<file path="config.mk">
export PLATFORM = sky130hd
export DESIGN_NAME = riscv_fetch_queue_flat
export DESIGN_NICKNAME = d
export VERILOG_FILES = /design/src/rtl/riscv_pkg.sv /design/src/rtl/riscv_fetch_queue_if.sv /design/src/rtl/fetch_fifo.sv /design/src/rtl/riscv_fetch_queue.sv /design/src/flat_wrapper.sv
export SDC_FILE = /design/constraint.sdc
export NUM_CORES = 1
export LEC_CHECK = 0
export BUFFER_PORTS_ARGS = -buffer_cell sky130_fd_sc_hd__buf_2
export CELL_PAD_IN_SITES_DETAIL_PLACEMENT = 1
export CELL_PAD_IN_SITES_GLOBAL_PLACEMENT = 2
export CORE_ASPECT_RATIO = 1.4
export CORE_MARGIN = 2
export CORE_UTILIZATION = 42
export DETAILED_ROUTE_END_ITERATION = 10
export GPL_ROUTABILITY_DRIVEN = 0
export PLACE_DENSITY_LB_ADDON = 0.05
export SLEW_MARGIN = 0
export SYNTH_ARGS = -nofsm -noshare
export SYNTH_HDL_FRONTEND = slang
export SYNTH_SLANG_ARGS = --single-unit
export TNS_END_PERCENT = 30
</file>
<file path="constraint.sdc">
create_clock -name clk -period 5.5 [get_ports clk]
set_clock_uncertainty 0.2 [all_clocks]
set_input_delay 0.825 -clock clk [delete_from_list [all_inputs] [get_ports clk]]
set_output_delay 0.825 -clock clk [all_outputs]
set_load 0.05 [all_outputs]
</file>
<file path="src/rtl/riscv_pkg.sv">
// -----------------------------------------------------------------------------
// riscv_pkg
// Shared definitions for the instruction-fetch stage:
//   FETCH_BITS    default PC / address width
//   FETCH_INST_W  default instruction width
//   INST_BYTES    bytes per instruction, used as the sequential PC increment
//   fetch_state_t fetch controller states (IDLE / RUN / DROP)
//   fetch_entry_t one buffered fetch result {inst, pc}
// -----------------------------------------------------------------------------
package riscv_pkg;

    localparam int FETCH_BITS   = 64;
    localparam int FETCH_INST_W = 32;
    localparam int INST_BYTES   = 4;

    typedef enum logic [1:0] {
        IDLE = 2'd0,  // reset state, no fetching
        RUN  = 2'd1,  // normal sequential fetching
        DROP = 2'd2   // one cycle after a redirect that caught a read in flight
    } fetch_state_t;

    typedef struct packed {
        logic [FETCH_INST_W-1:0] inst;
        logic [FETCH_BITS-1:0]   pc;
    } fetch_entry_t;

endpackage

</file>
<file path="src/rtl/riscv_fetch_queue_if.sv">
// -----------------------------------------------------------------------------
// riscv_fetch_queue_if
// Bundles the fetch stage's three channels:
//   imem_*      synchronous instruction-memory read (data one cycle after req)
//   dec_*       valid/ready handshake towards decode
//   redirect_*  one-cycle branch/jump redirect from execute
//   fetch_fault misaligned-redirect flag
// Modports:
//   master : the fetch stage (drives imem_req/addr, dec_valid/inst/pc, fetch_fault)
//   slave  : the environment (memory, decode, execute)
// -----------------------------------------------------------------------------
interface riscv_fetch_queue_if
    import riscv_pkg::*;
#(
    parameter int Bits = FETCH_BITS,
    parameter int N    = FETCH_INST_W
);

    logic            imem_req;
    logic [Bits-1:0] imem_addr;
    logic [N-1:0]    imem_rdata;
    logic            dec_valid;
    logic [N-1:0]    dec_inst;
    logic [Bits-1:0] dec_pc;
    logic            dec_ready;
    logic            redirect_valid;
    logic [Bits-1:0] redirect_pc;
    logic            fetch_fault;

    modport master (
        output imem_req, imem_addr, dec_valid, dec_inst, dec_pc, fetch_fault,
        input  imem_rdata, dec_ready, redirect_valid, redirect_pc
    );

    modport slave (
        input  imem_req, imem_addr, dec_valid, dec_inst, dec_pc, fetch_fault,
        output imem_rdata, dec_ready, redirect_valid, redirect_pc
    );

endinterface

</file>
<file path="src/rtl/fetch_fifo.sv">
// -----------------------------------------------------------------------------
// fetch_fifo
// Circular queue of fetch entries with a single-cycle flush.
// Ports:
//   clk, rst     clock, asynchronous active-low reset
//   flush_i      empties the queue (head = tail = 0, count = 0); beats push/pop
//   push_i       write push_data_i at tail (ignored when full)
//   push_data_i  entry to write
//   pop_i        advance head (ignored when empty)
//   head_o       entry at head (meaningless when empty_o)
//   count_o      number of valid entries, $clog2(Depth)+1 bits
//   full_o       count == Depth
//   empty_o      count == 0
// Depth must be a power of two so the pointers wrap by plain overflow.
// -----------------------------------------------------------------------------
module fetch_fifo #(
    parameter int  Depth   = 4,
    parameter type entry_t = riscv_pkg::fetch_entry_t
) (
    input  logic                   clk,
    input  logic                   rst,
    input  logic                   flush_i,
    input  logic                   push_i,
    input  entry_t                 push_data_i,
    input  logic                   pop_i,
    output entry_t                 head_o,
    output logic [$clog2(Depth):0] count_o,
    output logic                   full_o,
    output logic                   empty_o
);

    localparam int PtrW   = $clog2(Depth);
    localparam int CountW = $clog2(Depth) + 1;

    entry_t            mem_q [Depth];
    logic [PtrW-1:0]   head_q, head_d;
    logic [PtrW-1:0]   tail_q, tail_d;
    logic [CountW-1:0] count_q, count_d;
    logic              push_ok, pop_ok;

    assign full_o  = (count_q == CountW'(Depth));
    assign empty_o = (count_q == '0);
    assign push_ok = push_i & ~full_o;
    assign pop_ok  = pop_i & ~empty_o;

    // NOTE: every signal assigned in an always_comb gets a default at the top,
    // so no path leaves it unassigned and no latch is inferred.
    always_comb begin
        head_d  = head_q;
        tail_d  = tail_q;
        count_d = count_q;
        if (flush_i) begin
            head_d  = '0;
            tail_d  = '0;
            count_d = '0;
        end else begin
            if (push_ok) tail_d = tail_q + 1'b1;
            if (pop_ok)  head_d = head_q + 1'b1;
            case ({push_ok, pop_ok})
                2'b10:   count_d = count_q + 1'b1;
                2'b01:   count_d = count_q - 1'b1;
                default: count_d = count_q;
            endcase
        end
    end

    // NOTE: state registers use non-blocking assignments so every flop samples
    // the pre-edge values, independent of process evaluation order.
    always_ff @(posedge clk or negedge rst) begin
        if (!rst) begin
            head_q  <= '0;
            tail_q  <= '0;
            count_q <= '0;
        end else begin
            head_q  <= head_d;
            tail_q  <= tail_d;
            count_q <= count_d;
        end
    end

    // NOTE: the storage array has no reset; an entry is only ever read once
    // count_q says it was written, so clearing it would buy nothing.
    always_ff @(posedge clk) begin
        if (push_ok && !flush_i) begin
            mem_q[tail_q] <= push_data_i;
        end
    end

    assign head_o  = mem_q[head_q];
    assign count_o = count_q;

endmodule

</file>
<file path="src/rtl/riscv_fetch_queue.sv">
// -----------------------------------------------------------------------------
// riscv_fetch_queue
// Instruction-fetch stage: generates the PC, issues synchronous reads to the
// instruction memory, buffers returned instructions with their PCs in a
// fetch_fifo and hands them to decode over valid/ready. A one-cycle redirect
// from execute flushes the queue and discards any read in flight.
// Ports:
//   clk, rst   clock, asynchronous active-low reset
//   bus        riscv_fetch_queue_if.master (imem_*, dec_*, redirect_*, fetch_fault)
// Parameters:
//   Bits, N    address / instruction width; must match the widths of
//              riscv_pkg::fetch_entry_t, which is the buffered entry type
//   Depth      queue entries (power of two, >= 2)
//   ResetPC    first fetch address after reset
// Build option:
//   FETCH_MISALIGN_TRAP_EN  defined: a redirect to a non-word-aligned PC sets
//                           a sticky fetch_fault and stops fetching.
//                           undefined: fetch_fault is 0 and the redirect PC is
//                           word-aligned by clearing its two low bits.
// -----------------------------------------------------------------------------
module riscv_fetch_queue
    import riscv_pkg::*;
#(
    parameter int              Bits    = FETCH_BITS,
    parameter int              N       = FETCH_INST_W,
    parameter int              Depth   = 4,
    parameter logic [Bits-1:0] ResetPC = '0
) (
    input logic                 clk,
    input logic                 rst,
    riscv_fetch_queue_if.master bus
);

    localparam int CountW = $clog2(Depth) + 1;
    localparam int OccW   = CountW + 1;

    fetch_state_t      state_q, state_d;
    logic [Bits-1:0]   pc_q, pc_d;
    logic              inflight_q, inflight_d;
    logic [Bits-1:0]   inflight_pc_q, inflight_pc_d;
    logic [Bits-1:0]   redirect_target;
    logic [N-1:0]      rdata;
    logic              fetch_stop;
    logic              fetching, req, push, pop, dec_valid;
    logic              fifo_full, fifo_empty;
    logic [CountW-1:0] count;
    logic [OccW-1:0]   occupancy;
    fetch_entry_t      push_entry, head_entry;

    // Redirect takes priority: it suppresses the pop, the push of a returning
    // read, and any new request in the same cycle.
    assign dec_valid = ~fifo_empty;
    assign pop       = dec_valid & bus.dec_ready & ~bus.redirect_valid;
    assign push      = inflight_q & (state_q != DROP) & ~bus.redirect_valid;

    // Slots already promised: buffered entries plus the read still returning,
    // less the one leaving this cycle. Requesting only below Depth guarantees
    // every response finds a free slot.
    assign occupancy = OccW'(count) + OccW'(inflight_q) - OccW'(pop);
    assign fetching  = (state_q == RUN) || (state_q == DROP);
    assign req       = fetching & ~bus.redirect_valid & ~fetch_stop
                     & ~(fifo_full & ~pop) & (occupancy < OccW'(Depth));

`ifdef FETCH_MISALIGN_TRAP_EN
    logic fault_q;

    assign redirect_target = bus.redirect_pc;

    always_ff @(posedge clk or negedge rst) begin
        if (!rst) begin
            fault_q <= 1'b0;
        end else if (bus.redirect_valid && (bus.redirect_pc[1:0] != 2'b00)) begin
            fault_q <= 1'b1;
        end
    end

    assign fetch_stop      = fault_q;
    assign bus.fetch_fault = fault_q;
`else
    assign redirect_target = bus.redirect_pc & ~Bits'(3);
    assign fetch_stop      = 1'b0;
    assign bus.fetch_fault = 1'b0;
`endif

    always_comb begin
        state_d       = state_q;
        pc_d          = pc_q;
        inflight_d    = req;
        inflight_pc_d = inflight_pc_q;

        case (state_q)
            IDLE:    state_d = RUN;
            RUN:     state_d = RUN;
            DROP:    state_d = RUN;
            default: state_d = IDLE;
        endcase

        if (req) begin
            pc_d          = pc_q + Bits'(INST_BYTES);
            inflight_pc_d = pc_q;
        end

        if (bus.redirect_valid) begin
            pc_d    = redirect_target;
            state_d = inflight_q ? DROP : RUN;
        end
    end

    always_ff @(posedge clk or negedge rst) begin
        if (!rst) begin
            state_q       <= IDLE;
            pc_q          <= ResetPC;
            inflight_q    <= 1'b0;
            inflight_pc_q <= '0;
        end else begin
            state_q       <= state_d;
            pc_q          <= pc_d;
            inflight_q    <= inflight_d;
            inflight_pc_q <= inflight_pc_d;
        end
    end

    assign rdata           = bus.imem_rdata;
    assign push_entry.inst = rdata;
    assign push_entry.pc   = inflight_pc_q;

    fetch_fifo #(
        .Depth   (Depth),
        .entry_t (fetch_entry_t)
    ) u_fifo (
        .clk         (clk),
        .rst         (rst),
        .flush_i     (bus.redirect_valid),
        .push_i      (push),
        .push_data_i (push_entry),
        .pop_i       (pop),
        .head_o      (head_entry),
        .count_o     (count),
        .full_o      (fifo_full),
        .empty_o     (fifo_empty)
    );

    assign bus.imem_req  = req;
    assign bus.imem_addr = pc_q;
    assign bus.dec_valid = dec_valid;
    // Masked so an empty queue presents zeros rather than stale storage.
    assign bus.dec_inst  = dec_valid ? head_entry.inst : '0;
    assign bus.dec_pc    = dec_valid ? head_entry.pc : '0;

endmodule

</file>
<file path="src/flat_wrapper.sv">
// flat-port wrapper written by rule: the top's interface ports become plain ports
module riscv_fetch_queue_flat import riscv_pkg::*;
#(
    parameter int              Bits    = FETCH_BITS,
    parameter int              N       = FETCH_INST_W,
    parameter int              Depth   = 4,
    parameter logic [Bits-1:0] ResetPC = '0
)
  (clk, rst, bus_imem_req, bus_imem_addr, bus_dec_valid, bus_dec_inst, bus_dec_pc, bus_fetch_fault, bus_imem_rdata, bus_dec_ready, bus_redirect_valid, bus_redirect_pc);
  riscv_fetch_queue_if #(.Bits(Bits), .N(N)) bus_i ();
  input logic clk;
  input logic rst;
  output wire logic [$bits(bus_i.imem_req)-1:0] bus_imem_req;
  output wire logic [$bits(bus_i.imem_addr)-1:0] bus_imem_addr;
  output wire logic [$bits(bus_i.dec_valid)-1:0] bus_dec_valid;
  output wire logic [$bits(bus_i.dec_inst)-1:0] bus_dec_inst;
  output wire logic [$bits(bus_i.dec_pc)-1:0] bus_dec_pc;
  output wire logic [$bits(bus_i.fetch_fault)-1:0] bus_fetch_fault;
  input wire logic [$bits(bus_i.imem_rdata)-1:0] bus_imem_rdata;
  input wire logic [$bits(bus_i.dec_ready)-1:0] bus_dec_ready;
  input wire logic [$bits(bus_i.redirect_valid)-1:0] bus_redirect_valid;
  input wire logic [$bits(bus_i.redirect_pc)-1:0] bus_redirect_pc;
  assign bus_imem_req = bus_i.imem_req;
  assign bus_imem_addr = bus_i.imem_addr;
  assign bus_dec_valid = bus_i.dec_valid;
  assign bus_dec_inst = bus_i.dec_inst;
  assign bus_dec_pc = bus_i.dec_pc;
  assign bus_fetch_fault = bus_i.fetch_fault;
  assign bus_i.imem_rdata = bus_imem_rdata;
  assign bus_i.dec_ready = bus_dec_ready;
  assign bus_i.redirect_valid = bus_redirect_valid;
  assign bus_i.redirect_pc = bus_redirect_pc;
  riscv_fetch_queue #(.Bits(Bits), .N(N), .Depth(Depth), .ResetPC(ResetPC)) u_core (.clk(clk), .rst(rst), .bus(bus_i));
endmodule
</file>
==> reports/qor.log, run 1 <==
qor: run_status.outcome complete, no violations
qor: min_path.min-delay-path-class input pin to asynchronous set/reset pin
qor: synthesis.yosysTopAreaCell sky130_fd_sc_hd__edfxtp_1
qor: cells_and_area.layout_commonest_cell sky130_fd_sc_hd__edfxtp_1
qor: clocking.clock_tree_from_tritoncts done
qor: pwr.p_leak 9.344 nW
qor: setup_path.cp_common_cell sky130_fd_sc_hd__nor2_1
qor: setup_path.endpoint_class_of_the_critical_path primary output
qor: die.die_h 268.2 um
qor: cells_and_area.synthToLayoutAreaGrowth 17.59%
qor: sta.finalCritPeriodShare 86.51%
qor: sta.clock.fmax 210.2 MHz
qor: setup_path.cp_num_buf_inv 2
qor: synthesis.synth-seq-area-share 69.92%
qor: cells_and_area.multiInputGateArea 5949 um^2
qor: cells_and_area.layout.filler_cells 4888
qor: setup_path.crit_path_max_fanout 38
qor: placement.port_buffers 255
qor: global_route.antenna_found_initial 12
qor: cells_and_area.layout.nets 1727
qor: synthesis.synth-edff-count 376
qor: synthesis.flops_latches_synth 510
qor: synthesis.synth_top_area_share 53.91%
qor: sta.fin_setup_tns 0 ns
qor: sta.setup_viol 0
qor: die.die_w 192.7 um
qor: setup_path.timing.critical_path.cells nor2_1 > nand2_4 > nand2_1 > nor2_1 > ha_1 > nand3b_1 > a211o_1 > a31o_4 > inv_4 > buf_2
qor: route.drt-initial-drc-count 506
qor: pwr.p_per_area 534.3 nW/um^2
qor: pwr.worst_ir_drop_vdd 0.3167 mV
qor: global_route.grt_start_max_net_pins 97
qor: global_route.first_global_vias 13342
qor: route.drt.antenna.violating_nets 0
qor: route.drc_errors 0
qor: synthesis.synthesis.instances 1351
qor: sta.maxSlewHeadroom 34.31%
qor: clocking.clock_insertion_delay_worst_skew 0.58 ns
qor: setup_path.critical-path-slowest-cell sky130_fd_sc_hd__dfrtp_1
qor: setup_path.crit_type flip-flop to primary output
qor: synthesis.synth.distinct_cells 60
qor: clocking.cts_repair_resize_count 0
qor: die.die_footprint 51690 um^2
qor: sta.finalMaxSlewViolations 0
qor: route.vias 12333
qor: synthesis.yosysWarnings 0
qor: clocking.clock_tree_buffer_depth 3
qor: synthesis.synthTopCellsByArea sky130_fd_sc_hd__edfxtp_1 54%, sky130_fd_sc_hd__dfrtp_1 16%, sky130_fd_sc_hd__mux4_2 10%, sky130_fd_sc_hd__nand2_1 4.3%, sky130_fd_sc_hd__and2_1 3.3%
qor: sta.unrepaired_setup_endpoints_after_global_routing false
qor: setup_path.cpPeakStageDelay 0.46 ns
qor: clocking.cts_h_tree_depth 2
qor: route.route.detailed.wl_per_inst 23.43 um
qor: global_route.first_pass_grt_wire_length 82.21 mm
qor: clocking.root_buffer sky130_fd_sc_hd__clkbuf_16
qor: setup_path.worstSetupStartpointType flip-flop
qor: die.initial_core_util 42.63%
qor: sta.hold_viol 0
qor: setup_path.worstPathRequired 4.47 ns
qor: global_route.gr-usage-all-layers 21.50%
qor: cells_and_area.register_area 14650 um^2
qor: sta.fin_crit 4.758 ns
qor: sta.hold_slack 0.02392 ns
qor: placement.hpwl 34.44 mm
qor: synthesis.synth.cell_area 20940 um^2
qor: synthesis.syn-mean-instance-area 15.50 um^2
qor: route.drtPass1Iterations 5
qor: route.viasPerCell 5.372
qor: synthesis.async_flop_share 26.27%
qor: route.route.final.wire_length 53.80 mm
qor: clocking.post-cts-setup-buffers 0
qor: die.io_pins 263
qor: synthesis.postSynth.topFlopCell sky130_fd_sc_hd__edfxtp_1
qor: die.rows 96
qor: cells_and_area.finalCoreUtilization 50.13%
qor: setup_path.cpLargestDelayFamily simple AND/OR/NAND/NOR gates
qor: cells_and_area.mostFrequentLayoutCells 376 x sky130_fd_sc_hd__edfxtp_1, 254 x sky130_fd_sc_hd__buf_2, 238 x sky130_fd_sc_hd__nand2_1, 132 x sky130_fd_sc_hd__dfrtp_1, 106 x sky130_fd_sc_hd__and2_1
qor: sta.worst_slew_pin_slew 0.9854 ns
qor: clocking.cts_num_sinks 510
qor: clocking.cts.reportedPaths.clkPinSlew 0.06 ns
qor: setup_path.crit_arrival 3.73 ns
qor: clocking.post_cts_hold_buffer_count 0
qor: clocking.cts_buffers 50
qor: cells_and_area.ratio_of_cells_with_drive_above_1_in_the_final_layout 29.81%
qor: global_route.grt_overflow 0
qor: flow_run.maxCapViolCount 0
qor: die.coreArea 49130 um^2
flip-flops by register name, indices dropped and copies added, names as in the netlist:
register / flops
u_core.bus.imem_addr: 62
u_core.inflight_pc_q: 62
u_core.inflight_q: 1
u_core.state_q: 2
u_core.u_fifo.count_o: 3
u_core.u_fifo.head_q: 2
u_core.u_fifo.mem_q: 376
u_core.u_fifo.tail_q: 2
through the flow:
stage	total power (W)	worst slack, ns	cell area [um^2]	std cells
final	0.01316	0.7421	24630	2296
after global routing	0.01384	0.4670	24620	2295
after CTS	0.01340	0.6448	24620	2294
after detailed placement	0.01008	0.8146	23060	2201
after global placement	0.009969	0.8799	23060	2201
after floorplan	0.008673	1.007	20960	1355
power by group:
part | total, W | internal, W | switching (W)
Clock | 0.00329 | 0.00184 | 0.00144
Sequential | 0.00553 | 0.00497 | 0.000564
Combinational | 0.00434 | 0.00127 | 0.00307
path summary, 6_finish.rpt:
check | slack (ns) | cells past startpoint | end | from
setup / recovery | 0.74 | 10 | bus_imem_req | u_core.u_fifo.count_o[0]
hold / removal | 0.02 | 1 | u_core.inflight_pc_q[15] | rst
setup reg to reg | 1.12 | 15 | u_core.bus.imem_addr[12] | u_core.u_fifo.count_o[0]
hold reg to reg | 0.32 | 0 | u_core.u_fifo.mem_q[1][61] | u_core.inflight_pc_q[61]
max in group asynchronous | 3.87 | 2 | u_core.bus.imem_addr[57] | rst
min in group clk | 0.25 | 3 | u_core.bus.imem_addr[59] | bus_redirect_pc[59]
synthesized netlist by cell type (all sizes together) (6+ instances only):
cell type  number
a21oi          12
and2          111
and3           12
and4            9
buf            37
clkbuf         39
dfrtp         134
edfxtp        376
ha             10
inv            17
mux2           15
mux4           94
nand2         239
nand3          33
nand4          37
nor2           24
nor3            6
o211ai         17
o21ai          32
o311ai         12
or3             8
xnor2          18
xor2           14
layer usage:
metal,track usage (%),share of wire [%]
met5,0,0.26
met2,38.19,52
met3,4.767,5.7
met1,26.47,40
met4,5.467,1.9
area by class of cell:
type | count | area share, %
flip-flops and latches | 510 | 59.49
clock inverters | 28 | 0.8281
clock buffers | 65 | 5.517
inverters | 17 | 0.2693
repair buffers | 285 | 6.478
multi-input cells | 752 | 24.16
diodes | 2 | 0.02032
well taps | 637 | 3.236
worst register-to-register path, stage by stage (launching register included):
cell	delay (ns)
sky130_fd_sc_hd__dfrtp_1	0.46
sky130_fd_sc_hd__nor2_1	0.36
sky130_fd_sc_hd__nand2_4	0.07
sky130_fd_sc_hd__nand2_1	0.15
sky130_fd_sc_hd__nor2_1	0.07
sky130_fd_sc_hd__ha_1	0.17
sky130_fd_sc_hd__inv_1	0.05
sky130_fd_sc_hd__ha_1	0.21
sky130_fd_sc_hd__nand3b_1	0.13
sky130_fd_sc_hd__a211o_1	0.16
sky130_fd_sc_hd__a31o_4	0.49
sky130_fd_sc_hd__inv_4	0.35
sky130_fd_sc_hd__buf_12	0.30
sky130_fd_sc_hd__nor2_2	0.75
sky130_fd_sc_hd__o21ai_0	0.21
sky130_fd_sc_hd__o311ai_1	0.13
logic make-up after synthesis:
group | after synthesis | synth area share, %
flops | 510 | 69.92
xor+xnor | 32 | 1.338
compound gates | 94 | 2.945
other cells | 1 | 0.01791
simple gates | 496 | 12.06
fa+ha+maj | 11 | 0.6930
mux | 114 | 11.15
buf+inv | 93 | 1.864
No activity file was read; power rests on OpenSTA's default activity.
==> inputs of run 2 (changes only) <==
--- a/config.mk
+++ b/config.mk
@@ -8,7 +8,7 @@
 export BUFFER_PORTS_ARGS = -buffer_cell sky130_fd_sc_hd__buf_2
 export CELL_PAD_IN_SITES_DETAIL_PLACEMENT = 1
 export CELL_PAD_IN_SITES_GLOBAL_PLACEMENT = 2
-export CORE_ASPECT_RATIO = 1.4
+export CORE_ASPECT_RATIO = 1.2
 export CORE_MARGIN = 2
 export CORE_UTILIZATION = 42
 export DETAILED_ROUTE_END_ITERATION = 10
==> run 2 against run 1 <==
Final cell count decreased by 0.44%. Core utilization about the same. Wire length increased by 0.94%. Register-to-register slack got worse by 0.10 ns. First-iteration DRC count increased by 6.3%. Sequential share of layout area decreased by 0.066 points. Clock power increased by 6%. Total power increased by 1.5%. Sequential cell count unchanged.
==> reports/qor.log, run 2 (synthesized netlist as in run 1, its figures left out) <==
qor: cells_and_area.layout.nets 1721 [-0.35%]
qor: sta.clock.fmax 201.8 MHz [-4.0%]
qor: setup_path.critical-path-slowest-cell sky130_fd_sc_hd__dfrtp_1
qor: placement.port_buffers 255 [unchanged]
qor: min_path.min-delay-path-class input pin to asynchronous set/reset pin
qor: sta.fin_crit 4.955 ns [+0.1975 ns]
qor: die.coreArea 49220 um^2 [+0.19%]
qor: clocking.clock_tree_from_tritoncts done
qor: route.route.final.wire_length 54.31 mm [+0.94%]
qor: cells_and_area.antennaDiodeCount 0 [-2]
qor: cells_and_area.largest_register_ff_count 376 [unchanged]
qor: run_status.outcome complete, no violations
qor: clocking.cts_repair_resize_count 0 [unchanged]
qor: route.viasPerCell 5.371 [about the same]
qor: cells_and_area.ratio_of_cells_with_drive_above_1_in_the_final_layout 29.35% [-0.46 points]
qor: pwr.worst_ir_drop_vdd 0.2870 mV [-9.4%]
qor: placement.hpwl 33.77 mm [-1.9%]
qor: clocking.cts.reportedPaths.clkPinSlew 0.06 ns [about the same]
qor: pwr.p_per_area 541.6 nW/um^2 [+1.4%]
qor: sta.finalCritPeriodShare 90.10% [+3.6 points]
qor: flow_run.maxCapViolCount 0 [unchanged]
qor: route.drt-initial-drc-count 538 [+6.3%]
qor: setup_path.timing.critical_path.cells nor2_1 > nand2_4 > nand2_1 > nor2_1 > ha_1 > inv_1 > ha_1 > nand3b_1 > a211o_1 > a31o_4 > inv_4 > buf_2
qor: setup_path.endpoint_class_of_the_critical_path primary output
qor: global_route.first_global_vias 13382 [+0.30%]
qor: cells_and_area.synthToLayoutAreaGrowth 17.73%
qor: clocking.post_cts_hold_buffer_count 0 [unchanged]
qor: setup_path.cpPeakStageDelay 0.45 ns [about the same]
qor: sta.worst_slew_pin_slew 1.111 ns [+0.1258 ns]
qor: sta.fin_setup_tns 0 ns [unchanged]
qor: placement.place_worst_setup_slack 0.9463 ns [+0.1317 ns]
qor: sta.maxSlewHeadroom 25.92% [-8.4 points]
qor: global_route.gr-usage-all-layers 21.41% [-0.086 points]
qor: pwr.p_leak 9.333 nW [-0.11%]
qor: sta.setup_viol 0 [unchanged]
qor: die.rows 89 [-7.3%]
qor: route.drt.antenna.violating_nets 0 [unchanged]
qor: sta.finalMaxSlewViolations 0 [unchanged]
qor: die.die_w 207.8 um [+7.8%]
qor: sta.final.setup.worst_slack 0.5446 ns [-0.1975 ns]
qor: cells_and_area.layout_commonest_cell sky130_fd_sc_hd__edfxtp_1
qor: die.die_footprint 51670 um^2 [about the same]
qor: cells_and_area.mostFrequentLayoutCells 376 x sky130_fd_sc_hd__edfxtp_1, 254 x sky130_fd_sc_hd__buf_2, 238 x sky130_fd_sc_hd__nand2_1, 132 x sky130_fd_sc_hd__dfrtp_1, 106 x sky130_fd_sc_hd__and2_1
qor: cells_and_area.max_flop_register u_core.u_fifo.mem_q
qor: route.vias 12278 [-0.45%]
qor: placement.place.detailed.instances 2194 [-0.32%]
qor: clocking.post-cts-setup-buffers 0 [unchanged]
qor: global_route.antenna_found_initial 9 [-3]
qor: clocking.root_buffer sky130_fd_sc_hd__clkbuf_16
qor: clocking.cts_num_sinks 510 [unchanged]
qor: cells_and_area.finalCoreUtilization 50.09% [about the same]
qor: route.route.detailed.wl_per_inst 23.76 um [+1.4%]
qor: sta.unrepaired_setup_endpoints_after_global_routing false
qor: sta.hold_viol 0 [unchanged]
qor: die.initial_core_util 42.55% [-0.080 points]
qor: global_route.first_pass_grt_wire_length 84.06 mm [+2.3%]
qor: setup_path.crit_arrival 3.93 ns [+0.20 ns]
qor: pwr.design_power_total 0.01335 W [+1.5%]
qor: setup_path.setup.reg_to_reg.worst_slack 1.02 ns [-0.10 ns]
qor: die.io_pins 263 [unchanged]
qor: setup_path.worstPathRequired 4.47 ns [about the same]
qor: clocking.clock_insertion_delay_worst_skew 0.59 ns [about the same]
qor: cells_and_area.layout.filler_cells 4866 [-0.45%]
qor: clocking.cts_h_tree_depth 2 [unchanged]
qor: die.die_h 248.6 um [-7.3%]
qor: clocking.cts_buffers 51 [+2.0%]
qor: global_route.grt_overflow 0 [unchanged]
qor: route.drc_errors 0 [unchanged]
qor: setup_path.crit_path_max_fanout 35 [-7.9%]
qor: route.drtPass1Iterations 5 [unchanged]
qor: clocking.clock_tree_buffer_depth 3 [unchanged]
qor: setup_path.crit_type flip-flop to primary output
qor: setup_path.worstSetupStartpointType flip-flop
qor: global_route.grt_start_max_net_pins 71 [-27%]
qor: cells_and_area.instances_no_fill 2286 [-0.44%]
-- run 2: layer usage --
metal | global-route usage (%) | up-vias | share of wire [%]
li1 | - | 5591 | -
met1 | 27.46 | 6343 | 42
met2 | 37.09 | 242 | 51
met3 | 5.027 | 86 | 5.3
met4 | 4.640 | 16 | 1.8
met5 | 0 | - | 0.20
-- run 2: power breakdown --
group / internal [W] / switching, W
clock network: 0.00201 / 0.00146
registers: 0.00497 / 0.000575
logic: 0.00126 / 0.00307
-- run 2: metrics by stage --
step                hold WS, ns  area, um^2
CTS                     0.09285       24650
global placement         0.2878       22990
global route             0.1044       24650
floorplan                0.2758       20960
detailed placement       0.3041       22990
finish                  0.07937       24650
-- run 2: critical path, delay by kind of cell (launching register included) --
family          cells  cell delay, ns
flops               1            0.45
simple gates        5            1.09
buf+inv             3            0.82
fa+ha+maj           2            0.30
compound gates      2            0.67
-- run 2: worst paths after layout --
| path | cells past startpoint | startpoint | end |
|---|---|---|---|
| max in group asynchronous | 2 | rst | u_core.bus.imem_addr[34] |
| setup reg to reg | 14 | u_core.u_fifo.count_o[0] | u_core.bus.imem_addr[57] |
| min in group clk | 1 | bus_imem_rdata[26] | u_core.u_fifo.mem_q[1][90] |
| hold reg to reg | 0 | u_core.inflight_pc_q[28] | u_core.u_fifo.mem_q[0][28] |
| hold / removal | 1 | rst | u_core.inflight_pc_q[26] |
| setup / recovery | 12 | u_core.u_fifo.count_o[0] | bus_imem_req |
-- run 2: layout make-up --
class | count | area [um^2] | share of cell area, %
clock inverter | 30 | 280.3 | 1.137
timing repair buffer | 278 | 1530 | 6.207
clock buffer | 62 | 1380 | 5.598
tap | 637 | 797.0 | 3.233
multi-input combinational | 752 | 5949 | 24.13
inverter | 17 | 66.31 | 0.2690
sequential | 510 | 14650 | 59.43
